## config.mk

```make
export PLATFORM = sky130hd
export DESIGN_NAME = fx_mult_result_writer
export DESIGN_NICKNAME = d
export VERILOG_FILES = /design/src/rtl/vera_fx_pkg.sv /design/src/rtl/fx_byte_pick.sv /design/src/rtl/fx_mult_result_writer.sv
export SDC_FILE = /design/constraint.sdc
export NUM_CORES = 1
export LEC_CHECK = 0
export ABC_CLOCK_PERIOD_IN_PS = 2800
export BUFFER_PORTS_ARGS = -buffer_cell sky130_fd_sc_hd__buf_2
export CAP_MARGIN = 0
export CORE_AREA = 2 2 82 84
export CTS_CLUSTER_DIAMETER = 80
export CTS_CLUSTER_SIZE = 16
export DETAILED_ROUTE_END_ITERATION = 8
export DIE_AREA = 0 0 84 86
export GPL_TIMING_DRIVEN = 0
export PLACE_DENSITY = 0.8
export REMOVE_ABC_BUFFERS = 1
export SETUP_SLACK_MARGIN = 0.3
export SYNTH_ARGS = -nofsm -noshare
export SYNTH_HDL_FRONTEND = slang
export SYNTH_SLANG_ARGS = --single-unit
export TNS_END_PERCENT = 50
```

## constraint.sdc

```tcl
create_clock -name clk -period 2.8 [get_ports clk]
set_clock_uncertainty 0.2 [all_clocks]
set_input_delay 0.28 -clock clk [delete_from_list [all_inputs] [get_ports clk]]
set_output_delay 0.28 -clock clk [all_outputs]
set_load 0.005 [all_outputs]
```

## src/rtl/vera_fx_pkg.sv

```systemverilog
// vera_fx_pkg: shared types and constants for the fx multiply result writer
//   fx_wr_state_t      writer FSM states
//   FX_BYTES_PER_WORD  bytes in one MAC result word
//   FX_BYTE_IDX_W      width of a byte index within the word
package vera_fx_pkg;

    typedef enum logic [2:0] {
        IDLE,
        WAIT,
        CAPTURE,
        SEL,
        WRITE,
        FIN
    } fx_wr_state_t;

    localparam int FX_BYTES_PER_WORD = 4;
    localparam int FX_BYTE_IDX_W     = 2;

endpackage

```

## src/rtl/fx_byte_pick.sv

```systemverilog
// fx_byte_pick: lowest-set-bit priority encoder over the remaining byte mask
//   mask  in   4   bytes still to be written
//   data  in   32  captured result word
//   idx   out  2   index of the lowest eligible byte
//   any   out  1   at least one eligible byte remains
// With FX_MULT_TRANSPARENT_EN defined, bytes equal to 8'h00 are not eligible.
module fx_byte_pick
    import vera_fx_pkg::*;
(
    input  logic [FX_BYTES_PER_WORD-1:0] mask,
    input  logic [31:0]                  data,
    output logic [FX_BYTE_IDX_W-1:0]     idx,
    output logic                         any
);
    logic [FX_BYTES_PER_WORD-1:0] eff;
`ifdef FX_MULT_TRANSPARENT_EN
    always_comb begin
        for (int i = 0; i < FX_BYTES_PER_WORD; i++)
            eff[i] = mask[i] & (|data[8*i +: 8]);
    end
`else
    logic unused_data;
    assign unused_data = ^data;
    assign eff = mask;
`endif
    assign idx = eff[0] ? 2'd0 : eff[1] ? 2'd1 : eff[2] ? 2'd2 : 2'd3;
    assign any = |eff;
endmodule

```

## src/rtl/fx_mult_result_writer.sv

```systemverilog
// fx_mult_result_writer: captures a MAC result and writes its masked bytes to VRAM one at a time
//   clk, rst_n        clock, asynchronous active-low reset
//   start             1-cycle request to write the current MAC result
//   addr_base         target byte address (low two bits ignored)
//   byte_mask         bytes of the result to write, sampled with start
//   mult_result       MAC output, valid MULT_LAT cycles after start
//   busy, done        transfer in progress / 1-cycle completion pulse
//   start_dropped     1-cycle pulse for a start that arrived while busy
//   vram_wr_req/addr/data/ack   byte write port with req/ack handshake
// Optional feature macro: FX_MULT_TRANSPARENT_EN (zero bytes are skipped).
module fx_mult_result_writer
    import vera_fx_pkg::*;
#(
    parameter int ADDR_W   = 17,
    parameter int MULT_LAT = 1
) (
    input  logic              clk,
    input  logic              rst_n,
    input  logic              start,
    input  logic [ADDR_W-1:0] addr_base,
    input  logic [3:0]        byte_mask,
    input  logic [31:0]       mult_result,
    output logic              busy,
    output logic              done,
    output logic              start_dropped,
    output logic              vram_wr_req,
    output logic [ADDR_W-1:0] vram_wr_addr,
    output logic [7:0]        vram_wr_data,
    input  logic              vram_wr_ack
);
    localparam logic [1:0] LAT_LAST = 2'(MULT_LAT == 0 ? 0 : MULT_LAT - 1);

    fx_wr_state_t                 state, nxt;
    logic [1:0]                   cnt;
    logic [31:0]                  hold;
    logic [FX_BYTES_PER_WORD-1:0] rem;
    logic [ADDR_W-3:0]            base_hi;
    logic [FX_BYTE_IDX_W-1:0]     idx;
    logic                         any;

    // The byte in flight is removed from rem when it is selected, so during
    // WRITE the picker already reports whether anything is left; the last ack
    // then goes straight to FIN instead of through an empty SEL.
    fx_byte_pick u_pick (
        .mask (rem),
        .data (hold),
        .idx  (idx),
        .any  (any)
    );

    assign vram_wr_req = state == WRITE;
    assign busy        = state != IDLE && state != FIN;
    assign done        = state == FIN;

    always_comb begin
        nxt = state;
        case (state)
            IDLE:    nxt = start ? (MULT_LAT == 0 ? CAPTURE : WAIT) : IDLE;
            WAIT:    nxt = cnt == LAT_LAST ? CAPTURE : WAIT;
            CAPTURE: nxt = SEL;
            SEL:     nxt = any ? WRITE : FIN;
            WRITE:   nxt = vram_wr_ack ? (any ? SEL : FIN) : WRITE;
            default: nxt = IDLE;
        endcase
    end

    always_ff @(posedge clk or negedge rst_n) begin
        if (!rst_n) begin
            state         <= IDLE;
            cnt           <= '0;
            hold          <= '0;
            rem           <= '0;
            base_hi       <= '0;
            start_dropped <= 1'b0;
            vram_wr_addr  <= '0;
            vram_wr_data  <= '0;
        end else begin
            state         <= nxt;
            start_dropped <= start && state != IDLE;
            case (state)
                IDLE: if (start) begin
                    base_hi <= addr_base[ADDR_W-1:2];
                    rem     <= byte_mask;
                    cnt     <= '0;
                end
                WAIT:    cnt <= cnt + 2'd1;
                CAPTURE: hold <= mult_result;
                SEL: if (any) begin
                    rem[idx]     <= 1'b0;
                    vram_wr_addr <= {base_hi, idx};
                    vram_wr_data <= hold[{idx, 3'b000} +: 8];
                end
                default: ;
            endcase
        end
    end
endmodule

```

Word level (Yosys, flattened, before mapping)
Cells that the tools add are included.
Widths: inputs -> output; s select.

storage, ports and cells
  output and inout bits = 29
  logic and storage cells = 51
  bits in registers = 82

cells by class
  bitwise logic cells = 2
  reductions and logical operators = 13
  shifts and indexed selects = 1
  eq/ne operators = 8
  add/sub/neg operators = 1
  mux-type cells = 16
  order comparisons = 2

operators by type and width
  kind                 number
  $shiftx 32x6->8      1
  $pmux 3 s5           1
  $mux 2               4
  $mux 4               2
  $pmux 4 s2           1
  $eq 3x2->1 const B   2
  $eq 3x3->1 const B   2
  $mux 3               2
  $reduce_and 2->1     3
  $and 4x4->4          1
  $mux 1               4
  $ne 2x2->1 const B   2
  $not 4->4            1
  $pmux 2 s2           1
  $reduce_bool 2->1    2
  $reduce_or 4->1      1
  $eq 3x1->1 const B   1
  $logic_and 1x1->1    3
  $logic_not 3->1      1
  $lt 2x3->1 const B   1
  $ne 3x3->1 const B   1
  $reduce_and 3->1     1
  $reduce_bool 3->1    1
  $add 2x1->2 const B  1
  3 further kinds      3

Logic depth before layout (Yosys ltp)
  depth after elaboration = 11
  gate-level depth with buffers = 6
  gate-level depth less buffers = 5

By module
From an unflattened synthesis, not the netlist that was laid out.

second synthesis, totals
  cells, all modules = 228
  area, all modules = 3,525.9 µm²

modules (own cells, without submodules)
  module                 seq. area each (µm²)  instances  cells each  area each (µm²)
  fx_mult_result_writer  2,052.0               1          223         3,499.6
  fx_byte_pick           0.0                   1          5           26.3

Least setup slack after synthesis
No wires, ideal clock.

  path kind = register to register
  from = reg state[2]
  to = reg vram_wr_addr[10]
  arrival time = 1,420 ps
  cell stages (with the launch flop) = 6
  buffers on the path = 2
  setup time = 125 ps
  data required time = 2,475 ps
  setup slack = 1,055 ps
  path through = dfrtp_1 > buf_2 > nand3b_4 > nor2_4 > buf_6 > mux2_4

between the ends
  longest elaborated chain between the ends = 2

ends and longest elaborated chain
  what                               RTL line                     source
  from (decl)                        fx_mult_result_writer.sv:33  fx_wr_state_t state, nxt;
  from (signal assigned)             fx_mult_result_writer.sv:78  state <= nxt;
  $eq 3x2->1                         fx_mult_result_writer.sv:80  case (state)
  $reduce_and 2->1 (no source line)  -
  to (signal assigned)               fx_mult_result_writer.sv:90  vram_wr_addr <= {base_hi, idx};
  to (decl)                          fx_mult_result_writer.sv:27  output logic [ADDR_W-1:0] vram_wr_addr,

Every way passes these cells.
A chain may end at the register's enable or synchronous reset.

Worst setup path after layout
  from = reg state[0]
  to = reg vram_wr_addr[16]

Same word-level chain as after synthesis.

==> impl_metrics.xml <==
<?xml version="1.0" encoding="UTF-8"?>
<metrics>
  <group name="outcome">
    <metric name="outcome" unit="">finished, final reports clean</metric>
  </group>
  <group name="pwr">
    <metric name="p_leak" unit="nW">2.15</metric>
    <metric name="fin_total_pwr" unit="W">0.00501</metric>
    <metric name="share_of_total_power_in_the_clock_network" unit="%">17.6</metric>
    <metric name="intPower" unit="W">0.00335</metric>
    <metric name="swShare" unit="%">33.0</metric>
    <metric name="ir_drop" unit="µV">835</metric>
    <metric name="powerDensity" unit="nW/µm²">1060</metric>
    <metric name="switch_pwr" unit="W">0.00165</metric>
    <metric name="power.combinational.fraction" unit="%">37.9</metric>
    <metric name="p_seq_share" unit="%">44.5</metric>
  </group>
  <group name="logic_synthesis">
    <metric name="share_of_the_yosys_chip_area_belonging_to_registers" unit="%">58.2</metric>
    <metric name="synthesis.area" unit="µm²">3520</metric>
    <metric name="async_s_r_ff_share_synth" unit="%">100</metric>
    <metric name="cell_count_after_synthesis" unit="">244</metric>
    <metric name="ys_ff_latch" unit="">82</metric>
    <metric name="largest_family_of_logic_cells_by_synthesized_area" unit="">multiplexers</metric>
    <metric name="synthXorXnorAreaFrac" unit="%">0</metric>
    <metric name="synth-simple-area-share" unit="%">5.18</metric>
    <metric name="ys_types" unit="">35</metric>
    <metric name="ys.warnings.count" unit="">0</metric>
    <metric name="synth-adder-area-share" unit="%">0.355</metric>
    <metric name="synthMuxAreaShare" unit="%">24.1</metric>
    <metric name="synth_enable_flop_cells" unit="">0</metric>
    <metric name="ys_top_cells_by_area" unit="">sky130_fd_sc_hd__dfrtp_1, sky130_fd_sc_hd__mux2_2, sky130_fd_sc_hd__mux2_4</metric>
    <metric name="synth-main-ff-cell" unit="">sky130_fd_sc_hd__dfrtp_1</metric>
    <metric name="cell_type_with_the_largest_total_area_after_synthesis" unit="">sky130_fd_sc_hd__dfrtp_1</metric>
    <metric name="synth_compound_gate_area_share" unit="%">8.56</metric>
    <metric name="syn_area_per_cell" unit="µm²">14.4</metric>
    <metric name="post-synth-top-area-fraction" unit="%">58.2</metric>
  </group>
  <group name="timing">
    <metric name="slew_violations" unit="">0</metric>
    <metric name="unrepaired_setup_endpoints_after_global_routing" unit="">no</metric>
    <metric name="setup_tns" unit="ps">0</metric>
    <metric name="max_freq" unit="MHz">438</metric>
    <metric name="finalCritPeriodShare" unit="%">81.5</metric>
    <metric name="relSlewSlack" unit="%">29.1</metric>
    <metric name="tightest_slew" unit="ps">1050</metric>
    <metric name="final.min_clock_period" unit="ps">2280</metric>
    <metric name="final_hold_vio_count" unit="">0</metric>
    <metric name="final.setup.worst_slack" unit="ps">519</metric>
    <metric name="final-setup-viol-count" unit="">0</metric>
  </group>
  <group name="finish">
    <metric name="multi_input_area" unit="µm²">1360</metric>
    <metric name="seq_area" unit="µm²">2050</metric>
    <metric name="synthToLayoutAreaGrowth" unit="%">33.7</metric>
    <metric name="finish.instance_area" unit="µm²">4710</metric>
    <metric name="layout.core_utilization" unit="%">75.1</metric>
    <metric name="fraction_of_final_layout_cells_with_drive_strength_greater_than_1" unit="%">46.5</metric>
    <metric name="layout.filler_cells" unit="">430</metric>
    <metric name="layout.nets" unit="">434</metric>
    <metric name="num_antenna_cells" unit="">0</metric>
  </group>
  <group name="global_route">
    <metric name="vias_in_the_first_global_route" unit="">2525</metric>
    <metric name="number_of_antenna_violations_at_the_first_check_in_global_routing" unit="">0</metric>
    <metric name="grt_start_max_net_pins" unit="">68</metric>
    <metric name="grt_total_ovfl" unit="">0</metric>
    <metric name="grt_util_all_layers" unit="%">22.4</metric>
    <metric name="grt_first_pass_wirelength" unit="mm">12.5</metric>
  </group>
  <group name="die">
    <metric name="die_area" unit="µm²">7220</metric>
    <metric name="chipWidth" unit="µm">84</metric>
    <metric name="placeableCoreArea" unit="µm²">6280</metric>
    <metric name="row_count" unit="">29</metric>
    <metric name="io_pins" unit="">86</metric>
    <metric name="floorplan.die.height" unit="µm">86</metric>
    <metric name="floorplan.initialDensity" unit="%">56.1</metric>
  </group>
  <group name="placed_design">
    <metric name="dp_slack" unit="ps">220</metric>
    <metric name="hpwlAfterDp" unit="mm">4.36</metric>
    <metric name="portBuffers" unit="">83</metric>
    <metric name="placed_area" unit="µm²">3960</metric>
    <metric name="routabilityCongestion" unit="">0.759</metric>
  </group>
  <group name="setup_path">
    <metric name="reg2regPathDepth" unit="">3</metric>
    <metric name="critical_path_required" unit="ps">2830</metric>
    <metric name="crit_path_start_kind" unit="">flip-flop</metric>
    <metric name="critical-path-max-stage-delay" unit="ps">660</metric>
    <metric name="cp_cell_sequence" unit="">nand3b_4 -&gt; nor2_4 -&gt; mux2_2</metric>
    <metric name="timing_worst_setup_path_type" unit="">flip-flop to flip-flop</metric>
    <metric name="worst-path-max-fanout" unit="">22</metric>
    <metric name="crit_slowest_cell" unit="">sky130_fd_sc_hd__dfrtp_1</metric>
    <metric name="worstSetupEndpointType" unit="">flip-flop</metric>
    <metric name="endpoint_arrival_time_on_the_critical_path" unit="ps">2310</metric>
  </group>
  <group name="route">
    <metric name="drt-total-wl" unit="mm">7.75</metric>
    <metric name="post-route-drc-count" unit="">0</metric>
    <metric name="routed_via_density" unit="">5.35</metric>
    <metric name="routedWlPerCell" unit="µm">16.9</metric>
    <metric name="drt-initial-drc-count" unit="">214</metric>
    <metric name="via_count" unit="">2451</metric>
    <metric name="detail_route.first_pass.iterations" unit="">4</metric>
    <metric name="detail-route-antenna-nets" unit="">0</metric>
  </group>
  <group name="hold_path">
    <metric name="hold_path.class" unit="">input port to flip-flop</metric>
    <metric name="worstHoldPathCells" unit="">2</metric>
  </group>
  <group name="clock_tree">
    <metric name="tritoncts" unit="">done</metric>
    <metric name="ctsHtreeMaxLevel" unit="">3</metric>
    <metric name="clk_path_buf_depth" unit="">2</metric>
    <metric name="worstSkewPairLatency" unit="ps">340</metric>
    <metric name="cts.sink_count" unit="">82</metric>
    <metric name="clk_pin_slew_worst_paths" unit="ps">90</metric>
    <metric name="cts_inserted_buffers" unit="">9</metric>
    <metric name="root_buffer" unit="">sky130_fd_sc_hd__clkbuf_8</metric>
    <metric name="cts-resized-gates" unit="">0</metric>
    <metric name="post_cts_buffers" unit="">0</metric>
  </group>
  <group name="flow_run">
    <metric name="max_cap_viol" unit="">0</metric>
  </group>
</metrics>
==> what timing repair did <==
item / in CTS / in global routing
endpoints found under the setup margin: 17 / 0
hold buffers: 52 / 0
endpoints found under the hold margin: 133 / 0
==> synthesized netlist by cell type, types with 2 or more instances <==
cell type                  instances
sky130_fd_sc_hd__dfrtp_1          82
sky130_fd_sc_hd__clkbuf_1          3
sky130_fd_sc_hd__buf_4             6
sky130_fd_sc_hd__nand2b_1          2
sky130_fd_sc_hd__nor2_1            4
sky130_fd_sc_hd__a222oi_1          8
sky130_fd_sc_hd__inv_1             5
sky130_fd_sc_hd__o31ai_1           9
sky130_fd_sc_hd__a21oi_1           2
sky130_fd_sc_hd__mux2_4           10
sky130_fd_sc_hd__mux2_2           61
sky130_fd_sc_hd__buf_6             2
sky130_fd_sc_hd__nor3b_1           3
sky130_fd_sc_hd__buf_2             6
sky130_fd_sc_hd__nand2_1           6
sky130_fd_sc_hd__o21ai_0          16
==> cell type report <==
| cell class | count | share of cell area (%) |
|---|---|---|
| inverter | 5 | 0.398 |
| multi-input combinational | 141 | 28.9 |
| clock buffer | 12 | 3.29 |
| tap | 77 | 2.04 |
| clock inverter | 4 | 1.06 |
| sequential | 82 | 43.5 |
| timing repair buffer | 137 | 20.7 |
==> critical path: cells and delay by family (launching register included) <==
family        cells  cell delay (ps)
flops             1              660
mux               1              410
simple gates      2              900
==> routing by layer <==
layer	global-route usage, %	share of wire, %	vias up
met4	8.80	1.8	0
met1	30.0	42	1207
met2	37.3	51	73
met3	3.56	4.4	13
li1	-	-	1158
met5	0	0	-
==> power by group through the flow <==
stage / logic [W] / registers [W] / clock network [W]
5_1_grt: 0.00207 / 0.00230 / 0.000938
4_1_cts: 0.00189 / 0.00222 / 0.000897
3_3_place_gp: 0.00174 / 0.00218 / 0
2_1_floorplan: 0.00130 / 0.00213 / 0
6_report: 0.00190 / 0.00223 / 0.000879
3_5_place_dp: 0.00181 / 0.00222 / 0
==> placed cells by master, fill, tap and decap left out, types with 3 or more instances in the layout <==
master and instances:
sky130_fd_sc_hd__o31ai_1 9, sky130_fd_sc_hd__o21ai_0 16, sky130_fd_sc_hd__clkbuf_8 11, sky130_fd_sc_hd__dfrtp_1 82, sky130_fd_sc_hd__nor3b_1 3, sky130_fd_sc_hd__buf_2 82, sky130_fd_sc_hd__mux2_2 61, sky130_fd_sc_hd__dlygate4sd3_1 52
sky130_fd_sc_hd__nor2_1 4, sky130_fd_sc_hd__inv_1 5, sky130_fd_sc_hd__nand2_1 6, sky130_fd_sc_hd__mux2_4 10, sky130_fd_sc_hd__a222oi_1 8
==> per-stage QoR <==
| step | cells | hold WS, ps |
|---|---|---|
| after global routing | 458 | 19.2 |
| after CTS | 457 | 0.408 |
| after detailed placement | 388 | -44.8 |
| after global placement | 387 | 258 |
| after floorplan | 227 | -216 |
| final | 458 | 9.64 |
==> state kept, by name, indices dropped and copies added (netlist names) <==
| register | flops |
|---|---|
| vram_wr_addr | 17 |
| cnt | 2 |
| rem | 4 |
| base_hi | 15 |
| state | 3 |
| hold | 32 |
| vram_wr_data | 8 |
| start_dropped | 1 |
==> final timing paths <==
path | from | to | slack (ps)
max | state[0]$_DFF_PN0_ | vram_wr_addr[16]$_DFFE_PN0P_ | 520
min | start | start_dropped$_DFF_PN0_ | 10
max reg2reg | state[0]$_DFF_PN0_ | vram_wr_addr[16]$_DFFE_PN0P_ | 520
min reg2reg | hold[12]$_DFFE_PN0P_ | hold[12]$_DFFE_PN0P_ | 300
max in group asynchronous | rst_n | state[1]$_DFF_PN0_ | 1680
min in group asynchronous | rst_n | hold[21]$_DFFE_PN0P_ | 140
==> cells by family after synthesis <==
| family | after synthesis |
|---|---|
| fa+ha+maj | 1 |
| simple gates | 24 |
| mux | 72 |
| flops | 82 |
| compound gates | 43 |
| buf+inv | 22 |
(Power assumes the default switching activity.)
